**config.mk**
```make
export PLATFORM = sky130hd
export DESIGN_NAME = subservient_wb_arbiter
export DESIGN_NICKNAME = d
export VERILOG_FILES = /design/src/rtl/subservient_wb_arbiter_pkg.sv /design/src/rtl/subservient_wb_wdog.sv /design/src/rtl/subservient_wb_arbiter.sv
export SDC_FILE = /design/constraint.sdc
export NUM_CORES = 1
export LEC_CHECK = 0
export BUFFER_PORTS_ARGS = -buffer_cell sky130_fd_sc_hd__clkbuf_2
export CORE_AREA = 2 2 123 125
export CTS_CLUSTER_DIAMETER = 150
export DETAILED_ROUTE_END_ITERATION = 7
export DIE_AREA = 0 0 125 127
export PLACE_DENSITY = 0.53
export SLEW_MARGIN = 5
export SYNTH_ARGS = -nofsm -noshare
export SYNTH_HDL_FRONTEND = slang
export SYNTH_SLANG_ARGS = --single-unit
```
**constraint.sdc**
```tcl
create_clock -name i_clk -period 2.9 [get_ports i_clk]
set_clock_uncertainty 0.15 [all_clocks]
set_input_delay 0.58 -clock i_clk [delete_from_list [all_inputs] [get_ports i_clk]]
set_output_delay 0.58 -clock i_clk [all_outputs]
set_load 0.005 [all_outputs]
```
**src/rtl/subservient_wb_arbiter_pkg.sv**
```systemverilog
// Shared types and helpers for the subservient two-master Wishbone arbiter.
package subservient_wb_arbiter_pkg;

    // Arbiter states: wait for a request, run one transaction, swallow one cycle after a timeout
    typedef enum logic [1:0] {
        IDLE  = 2'd0,
        BUSY  = 2'd1,
        DRAIN = 2'd2
    } arb_state_e;

    // Master indices, also used as the value of the "last served" register
    localparam logic M0 = 1'b0;
    localparam logic M1 = 1'b1;

    // One master's request side bundled so the slave mux selects a single vector
    typedef struct packed {
        logic [31:0] adr;
        logic [31:0] dat;
        logic [3:0]  sel;
        logic        we;
        logic        stb;
    } wb_req_t;

    // Round-robin pick: a lone requester wins, a tie goes to whoever was not served last
    function automatic logic rr_pick(input logic stb0, input logic stb1, input logic last);
        logic pick;
        if (stb0 && stb1) begin
            pick = ~last;
        end else if (stb1) begin
            pick = M1;
        end else begin
            pick = M0;
        end
        return pick;
    endfunction

    // Convert a master index into the one-hot grant vector seen on o_grant
    function automatic logic [1:0] idx_to_grant(input logic idx);
        return (idx == M1) ? 2'b10 : 2'b01;
    endfunction

endpackage

```
**src/rtl/subservient_wb_wdog.sv**
```systemverilog
// Transaction watchdog: counts busy cycles without ack, saturates, flags terminal count.
module subservient_wb_wdog
    import subservient_wb_arbiter_pkg::*;
#(
    parameter int TIMEOUT_W = 8
) (
    input  logic i_clk,
    input  logic i_rst_n,
    input  logic i_clr,
    input  logic i_en,
    output logic o_tc
);

    logic [TIMEOUT_W-1:0] cnt_q;
    logic [TIMEOUT_W-1:0] cnt_d;

    assign o_tc = &cnt_q;

    // Next count: clear has priority, otherwise step while enabled and hold at all-ones
    always_comb begin
        cnt_d = cnt_q;
        if (i_clr) begin
            cnt_d = '0;
        end else if (i_en && !o_tc) begin
            cnt_d = cnt_q + TIMEOUT_W'(1);
        end
    end

    // Counter register, cleared immediately by reset
    always_ff @(posedge i_clk or negedge i_rst_n) begin
        if (!i_rst_n) begin
            cnt_q <= '0;
        end else begin
            cnt_q <= cnt_d;
        end
    end

endmodule

```
**src/rtl/subservient_wb_arbiter.sv**
```systemverilog
// Two-master to one-slave Wishbone arbiter: round-robin per transaction, grant held
// until slave ack, watchdog terminates hung transactions with an error read word.
module subservient_wb_arbiter
    import subservient_wb_arbiter_pkg::*;
#(
    parameter int          TIMEOUT_W = 8,
    parameter logic [31:0] ERR_RDT   = 32'hDEAD_BEEF
) (
    input  logic        i_clk,
    input  logic        i_rst_n,
    // master 0: core external data port
    input  logic [31:0] i_m0_adr,
    input  logic [31:0] i_m0_dat,
    input  logic [3:0]  i_m0_sel,
    input  logic        i_m0_we,
    input  logic        i_m0_stb,
    output logic [31:0] o_m0_rdt,
    output logic        o_m0_ack,
    // master 1: debug / host port
    input  logic [31:0] i_m1_adr,
    input  logic [31:0] i_m1_dat,
    input  logic [3:0]  i_m1_sel,
    input  logic        i_m1_we,
    input  logic        i_m1_stb,
    output logic [31:0] o_m1_rdt,
    output logic        o_m1_ack,
    // slave: peripheral bus
    output logic [31:0] o_s_adr,
    output logic [31:0] o_s_dat,
    output logic [3:0]  o_s_sel,
    output logic        o_s_we,
    output logic        o_s_stb,
    input  logic [31:0] i_s_rdt,
    input  logic        i_s_ack,
    // status
    output logic        o_timeout,
    output logic [1:0]  o_grant
);

    arb_state_e  state_q;
    arb_state_e  state_d;
    logic [1:0]  grant_q;
    logic [1:0]  grant_d;
    logic        last_q;
    logic        last_d;

    wb_req_t     m0Req;
    wb_req_t     m1Req;
    wb_req_t     ownReq;
    logic        ownIdx;
    logic        ackOwn;
    logic [31:0] rdtOwn;
    logic        wdogClr;
    logic        wdogEn;
    logic        wdogTc;

    assign m0Req   = '{adr: i_m0_adr, dat: i_m0_dat, sel: i_m0_sel, we: i_m0_we, stb: i_m0_stb};
    assign m1Req   = '{adr: i_m1_adr, dat: i_m1_dat, sel: i_m1_sel, we: i_m1_we, stb: i_m1_stb};

    // The grant is one-hot while busy, so its upper bit is the owner's index
    assign ownIdx  = grant_q[1];
    assign ownReq  = (ownIdx == M1) ? m1Req : m0Req;
    assign o_grant = grant_q;

    // Watchdog runs only across consecutive busy cycles and restarts whenever we leave BUSY
    assign wdogClr = (state_d != BUSY);
    assign wdogEn  = (state_q == BUSY) && !i_s_ack;

    subservient_wb_wdog #(
        .TIMEOUT_W (TIMEOUT_W)
    ) u_wdog (
        .i_clk   (i_clk),
        .i_rst_n (i_rst_n),
        .i_clr   (wdogClr),
        .i_en    (wdogEn),
        .o_tc    (wdogTc)
    );

    // Next-state, slave drive and owner response; ack beats abort beats timeout
    always_comb begin
        state_d   = state_q;
        grant_d   = grant_q;
        last_d    = last_q;
        ackOwn    = 1'b0;
        rdtOwn    = '0;
        o_timeout = 1'b0;
        o_s_adr   = '0;
        o_s_dat   = '0;
        o_s_sel   = '0;
        o_s_we    = 1'b0;
        o_s_stb   = 1'b0;

        case (state_q)
            IDLE: begin
                if (i_m0_stb || i_m1_stb) begin
                    grant_d = idx_to_grant(rr_pick(i_m0_stb, i_m1_stb, last_q));
                    state_d = BUSY;
                end
            end

            BUSY: begin
                o_s_adr = ownReq.adr;
                o_s_dat = ownReq.dat;
                o_s_sel = ownReq.sel;
                o_s_we  = ownReq.we;
                o_s_stb = ownReq.stb;
                if (i_s_ack) begin
                    ackOwn  = 1'b1;
                    rdtOwn  = i_s_rdt;
                    state_d = IDLE;
                    grant_d = 2'b00;
                    last_d  = ownIdx;
                end else if (!ownReq.stb) begin
                    state_d = IDLE;
                    grant_d = 2'b00;
                end else if (wdogTc) begin
                    ackOwn    = 1'b1;
                    rdtOwn    = ERR_RDT;
                    o_timeout = 1'b1;
                    o_s_stb   = 1'b0;
                    state_d   = DRAIN;
                    grant_d   = 2'b00;
                    last_d    = ownIdx;
                end
            end

            DRAIN: begin
                state_d = IDLE;
            end

            default: begin
                state_d = IDLE;
                grant_d = 2'b00;
            end
        endcase
    end

    // Route the owner's ack and read data; the other master always sees zeros
    always_comb begin
        o_m0_ack = ackOwn && (ownIdx == M0);
        o_m1_ack = ackOwn && (ownIdx == M1);
        o_m0_rdt = o_m0_ack ? rdtOwn : '0;
        o_m1_rdt = o_m1_ack ? rdtOwn : '0;
    end

    // State, grant and round-robin history registers
    always_ff @(posedge i_clk or negedge i_rst_n) begin
        if (!i_rst_n) begin
            state_q <= IDLE;
            grant_q <= 2'b00;
            last_q  <= M1;
        end else begin
            state_q <= state_d;
            grant_q <= grant_d;
            last_q  <= last_d;
        end
    end

endmodule

```
---- Word level (Yosys, flattened, before mapping) ----
Index checks and enable logic that the tools add are counted.
cells by class
  bitwise gates (word level) .............. 3
  shift operators ......................... 0
  $lt $le $gt $ge ......................... 0
  add/sub/neg operators ................... 1
  reduce and logical (&&, ||, !) cells .... 15
  divide/modulo/power cells ............... 0
  mux-type cells .......................... 41
  multipliers ............................. 0
  equal/unequal tests ..................... 5
operator list
  operator                                                count
  2-to-1 mux 32 bit                                       8
  2-to-1 mux 70 bit                                       1
  2-to-1 mux 1 bit                                        18
  2-to-1 mux 2 bit                                        9
  2-to-1 mux 8 bit                                        2
  adder 8 x 1 -> 8 bit (second input constant)            1
  AND reduction 8 bit                                     1
  one-hot mux 2 bit (3 select lines)                      1
  AND reduction 3 bit                                     2
  nonzero test 2 bit                                      3
  logical AND 1 bit                                       5
  2-to-1 mux 4 bit                                        1
  inequality test 4 x 3 -> 1 bit (second input constant)  1
  one-hot mux 2 bit (2 select lines)                      1
  NOT 1 bit                                               3
  equality test 2 x 1 -> 1 bit (second input constant)    1
  equality test 2 bit (second input constant)             1
  logical NOT 1 bit                                       2
  logical NOT 2 bit                                       1
  inequality test 2 x 1 -> 1 bit (second input constant)  1
  inequality test 2 bit (second input constant)           1
  logical OR 1 bit                                        1
word-level totals
  memories kept ........................... 0
  bits in latches ......................... 0
  bits in read-only memories .............. 0
  register bits ........................... 13
  memory bits (writable) .................. 0
  bits of input ports ..................... 175
  output and inout bits ................... 139
  logic and storage cells ................. 69

---- Depth between registers and ports, before layout ----
  word-level depth ........................ 7
  depth in mapped cells ................... 7
  gate-level depth less buffers ........... 5

---- Cells and area by module ----
From an unflattened synthesis, not the netlist that was laid out.
second synthesis, totals
  cell total of the unflattened synthesis .. 338
  area, all modules ....................... 2397.3 µm²
by module, submodules not included
  module                  times used  area an instance (µm²)  cells an instance  sequential area each (µm²)
  subservient_wb_arbiter  1           1921.8                  293                126.4
  subservient_wb_wdog     1           475.5                   45                 200.2

---- Worst setup path after synthesis ----
Ideal clock, no wire load.
  path kind ............................... register to output
  start ................................... register u_wdog.cnt_q[0]
  end ..................................... output o_m1_rdt[10]
  path buffers ............................ 2
  arrival ................................. 1.581 ns
  required time ........................... 2.170 ns
  path slack .............................. 0.589 ns
  stages on the path, launching flop included .. 8
  cells stage by stage .................... dfrtp_1 > ha_1 > nand3_2 > nor2_1 > nand3b_4 > buf_6 > buf_6 > a21oi_2
on the way
  word-level cells in the longest chain between the ends .. 7
  elaborated cells on any way between the ends .. 11
  those cells by class .................... mux: 9; reduce/logical: 2
RTL lines
  element                  RTL line                       RTL
  from (decl)              subservient_wb_wdog.sv:14      logic [TIMEOUT_W-1:0] cnt_q;
  from (signal assigned)   subservient_wb_wdog.sv:34      cnt_q <= cnt_d;
  AND reduction 8 bit (*)  subservient_wb_wdog.sv:17      assign o_tc = &cnt_q;
  2-to-1 mux 1 bit         subservient_wb_arbiter.sv:116  end else if (wdogTc) begin
  2-to-1 mux 1 bit         subservient_wb_arbiter.sv:113  end else if (!ownReq.stb) begin
  2-to-1 mux 1 bit         subservient_wb_arbiter.sv:107  if (i_s_ack) begin
  2-to-1 mux 1 bit         subservient_wb_arbiter.sv:93   case (state_q)
  logical AND 1 bit        subservient_wb_arbiter.sv:141  o_m1_ack = ackOwn && (ownIdx == M1);
  2-to-1 mux 32 bit (*)    subservient_wb_arbiter.sv:143  o_m1_rdt = o_m1_ack ? rdtOwn : '0;
  to (decl)                subservient_wb_arbiter.sv:25   output logic [31:0] o_m1_rdt,
Every way passes the cells marked *; elsewhere a longest branch is shown, timed or not.

---- Worst setup path after layout ----
  start ................................... register grant_q[1], in the netlist o_grant[1]
  end ..................................... output o_m0_rdt[12]
on the way
  word-level cells in the longest chain between the ends .. 6
  elaborated cells on any way between the ends .. 10
  those cells by class .................... mux: 8; bitwise: 1; reduce/logical: 1
RTL lines
  element                 RTL line                       RTL
  from (decl)             subservient_wb_arbiter.sv:42   logic [1:0] grant_q;
  from (signal assigned)  subservient_wb_arbiter.sv:154  grant_q <= grant_d;
  2-to-1 mux 70 bit       subservient_wb_arbiter.sv:62   assign ownReq = (ownIdx == M1) ? m1Req : m0Req;
  2-to-1 mux 1 bit        subservient_wb_arbiter.sv:113
  2-to-1 mux 1 bit        subservient_wb_arbiter.sv:107
  2-to-1 mux 1 bit        subservient_wb_arbiter.sv:93
  logical AND 1 bit       subservient_wb_arbiter.sv:140  o_m0_ack = ackOwn && (ownIdx == M0);
  2-to-1 mux 32 bit (*)   subservient_wb_arbiter.sv:142  o_m0_rdt = o_m0_ack ? rdtOwn : '0;
  to (decl)               subservient_wb_arbiter.sv:17   output logic [31:0] o_m0_rdt,
Marked as above.

==> implementation parameters <==
Parameter                              Value

Outcome
  Run status ... finished, final reports clean

Clock tree
  Clock slew at the register clock pins of the worst setup and hold paths ... about 50 ps
  Num CTS Buffers ... 3
  Post-CTS Setup Repair Bufs ... 0
  Deepest clock path buffer count ... 2
  Number of sinks on the clock net ... 13
  Count of H-tree levels built during CTS ... 1
  Root buffer cell ... clkbuf_16
  Insertion delay of the later-clocked pin in the worst-skew pair ... 240 ps
  TritonCTS clock tree ... built

Pwr
  Maximum ir drop on the vdd rail ... 0.000334 V
  Clock power frac ... 0.134
  Reg power frac ... 0.131
  Static leakage power ... ~2.4 nW
  Share of total power consumed by net switching ... 0.450
  Power per Cell Area ... ~460 nW/um^2
  Combinational share of power ... 0.735
  Switching power total ... just under 0.0009 W
  Internal Pwr Total ... 0.00107 W

Synthesis
  Mapped Avg Cell Area ... ~7 sq um
  Share of the synthesized netlist area taken by xor and xnor gates ... 0.0111
  Syn Std Cell Area ... ~2400 sq um
  Most area-hungry cell type in the Yosys netlist ... mux2i_1
  Nets in the synthesized netlist ... 508
  Complex-gate fraction of the synthesized area ... 0.181
  Mux cell area share after synthesis ... 0.304
  Simple logic cell fraction of the synthesized area ... 0.281
  Top area cells in the synthesized netlist ... mux2i_1, dfrtp_1, nor2_1
  Adder-cell area share of the yosys netlist ... 0.00526
  Count of state elements after synthesis ... 13
  Combinational family with the most area after synthesis ... multiplexers
  Post-synthesis sequential area ratio ... 0.137
  Fraction of synthesized cell area taken by the top area cell type ... 0.299
  Netlist cell types ... between 40 and 50
  Gate count of the mapped netlist ... approximately 330
  Synthesis warning total ... 0

Finish
  Diode insertion count for antenna repair ... 0
  Fin util ... 0.295
  Fillers ... between 1500 and 2000
  Most common cell after layout, fill and taps aside ... clkbuf_2
  Final design area excluding fillers ... 4250 sq um
  Synthesis-to-layout area growth ... 78.9%
  Commonest non-fill, non-tap cells in the layout ... clkbuf_2, nor2_1, mux2i_1, a21oi_1, nand2_1
  Number of nets in the finished design ... 806
  Non-Filler Instances ... between 800 and 900
  Fraction of final layout cells sized beyond drive strength 1 ... 0.574

Routing
  Routed wire length ... between 10000 and 15000 microns
  Wire length per cell after detailed routing ... roughly 13 microns
  Drt pass-1 iters ... 4
  Number of antenna-violating nets in the routed design ... 0
  Vias per Instance ... approximately 4.2
  DRC violation count after routing ... 0
  Vias ... between 3000 and 4000
  Starting DRC count in detailed routing ... 111

Critical path
  Origin of the critical flop-to-flop path ... u_wdog.cnt_q[0]
  Data required time at the worst endpoint ... roughly 2200 ps
  FF-to-FF path depth ... 5
  R2r setup slk ... slightly above 900 ps
  Reg2reg end ... u_wdog.cnt_q[2]
  Arrival time of the worst setup path ... 2000 ps
  Path type of the worst setup path ... reg -> out
  Kind of end point of the critical path ... primary output
  Nature of the critical path startpoint ... register
  Crit-path max FO ... 25

Timing
  Actual transition at the worst max-transition pin ... about 730 ps
  Slew margin rel. ... 0.513
  Setup repair after global routing missed its margin ... no
  Final max-slew violation count ... 0
  Fmax ... approximately 370 MHz
  Clock period minus worst slack ... between 2000 and 3000 ps
  Total Neg Setup Slack ... 0 ps
  Share of the clock period used by the worst path ... 0.941
  Final hold violation count ... 0
  Count of endpoints failing setup in the final report ... 0

Placed design
  Final weighted congestion in routability-driven placement ... 0.810
  Port Buffers ... between 300 and 400
  Inst Count DP ... about 800
  Post-detailed-placement cell area ... 4160 sq um
  Half-perimeter wire length of the detailed placement result ... 8680 microns

Global route
  Via count of the first global-routing pass ... just under 3000
  Number of antenna violations at the first check in global routing ... 0
  Pin count of the biggest net entering global routing ... 81
  Total routing usage reported by global routing ... 0.112
  Remaining global-route overflow ... 0
  Global-route wire length before repair ... 15000 microns

Floorplanning
  Effective utilization at floorplan ... 0.165
  Die Area ... roughly 16000 sq um
  Number of ports placed on the die boundary ... between 300 and 400
  X dimension of the die ... about 130 microns
  Die H ... around 130 microns
  Number of placement rows ... 44
  Core area ... ~14000 sq um

Min path
  Worst min-delay path category ... in -> async

Run
  Count of maximum capacitance violations ... 0
==> how the worst max path moves through the flow <==
stage	startpoint	endpoint	slack, ps	depth (start not counted)
finish	o_grant[1]	o_m0_rdt[12]	170	6
global route	o_grant[1]	o_m0_rdt[6]	20	6
global placement	i_s_ack	o_m0_rdt[20]	230	5
CTS	state_q[1]	o_m0_rdt[17]	90	4
floorplan	u_wdog.cnt_q[0]	o_m1_rdt[10]	590	7
detailed placement	i_s_ack	o_m0_rdt[17]	220	5
==> cell type report <==
class | count | area (sq um) | share of cell area
clock buffers | 4 | 78.8 | 0.0185
inverters | 8 | 30.0 | 0.00706
multi-input cells | 281 | 1880 | 0.442
flip-flops and latches | 13 | 330 | 0.0776
well taps | 184 | 230 | 0.0541
repair buffers | 323 | 1700 | 0.401
==> what timing repair did <==
item,CTS,global route
hold buffers,0,0
resized for setup,0,5
endpoints found under the setup margin,0,15
==> worst max-delay path, cell delays in order (launching register included) <==
cell and delay [ps]:
dfrtp_4 520, mux2i_2 210, or2_1 260, nand3b_4 260, buf_12 220, a21oi_1 140
clkbuf_2 130
==> through the flow <==
stage	power, W	worst slack [ps]	hold slack [ps]
4_1_cts	0.00196	90.3	96.0
5_1_grt	0.00210	22.5	102
2_1_floorplan	0.00109	589	134
6_report	0.00194	170	85.5
3_5_place_dp	0.00169	215	332
3_3_place_gp	0.00169	232	331
==> flip-flops by register name, indices dropped and copies added, names as in the netlist <==
register,cells
last_q,1
o_grant,2
state_q,2
u_wdog.cnt_q,8
==> power by group through the flow <==
stage	Combinational (W)	Clock, W	Sequential, W
floorplan	0.000856	0	0.000238
global placement	0.00144	0	0.000254
detailed placement	0.00143	0	0.000254
CTS	0.00144	0.000267	0.000251
global route	0.00156	0.000277	0.000259
finish	0.00143	0.000260	0.000255
==> cell usage after synthesis <==
library cell	n
a21boi_0	1
buf_2	12
mux2_2	1
xor2_1	3
nor4_4	1
nand3_1	3
ha_1	1
or3_1	1
nor2_1	80
nand2_1	26
a21oi_1	33
nand3_2	1
or2_1	1
mux2i_1	71
o21ai_0	1
buf_1	1
nand3b_4	1
clkbuf_1	11
and3_1	9
inv_1	8
nand4_2	1
a21oi_2	18
nor3b_4	1
nor3_1	2
a31oi_1	1
dfstp_2	1
o31ai_1	3
a211oi_1	1
o22ai_1	2
o21ai_2	2
nand4bb_1	1
dfrtp_1	12
o32a_1	1
o211ai_1	1
nand2b_1	1
buf_4	3
and2_1	8
nor2_4	1
buf_6	3
o21bai_2	1
or4_1	2
==> logic make-up after synthesis <==
logic type / count (synthesis)
and+or+nand+nor: 140
muxes: 72
adders and majority gates: 1
buffers and inverters: 38
xor gates and xnor gates: 3
DFF: 13
AOI/OAI and AO/OA: 65
==> metal layers <==
layer,share of wire,track usage,up-vias
met3,0.066,0.0155,2
met5,0,0,-
met2,0.50,0.202,163
li1,-,-,1741
met4,0.0021,0.00784,0
met1,0.43,0.150,1478
(Power assumes the default switching activity.)
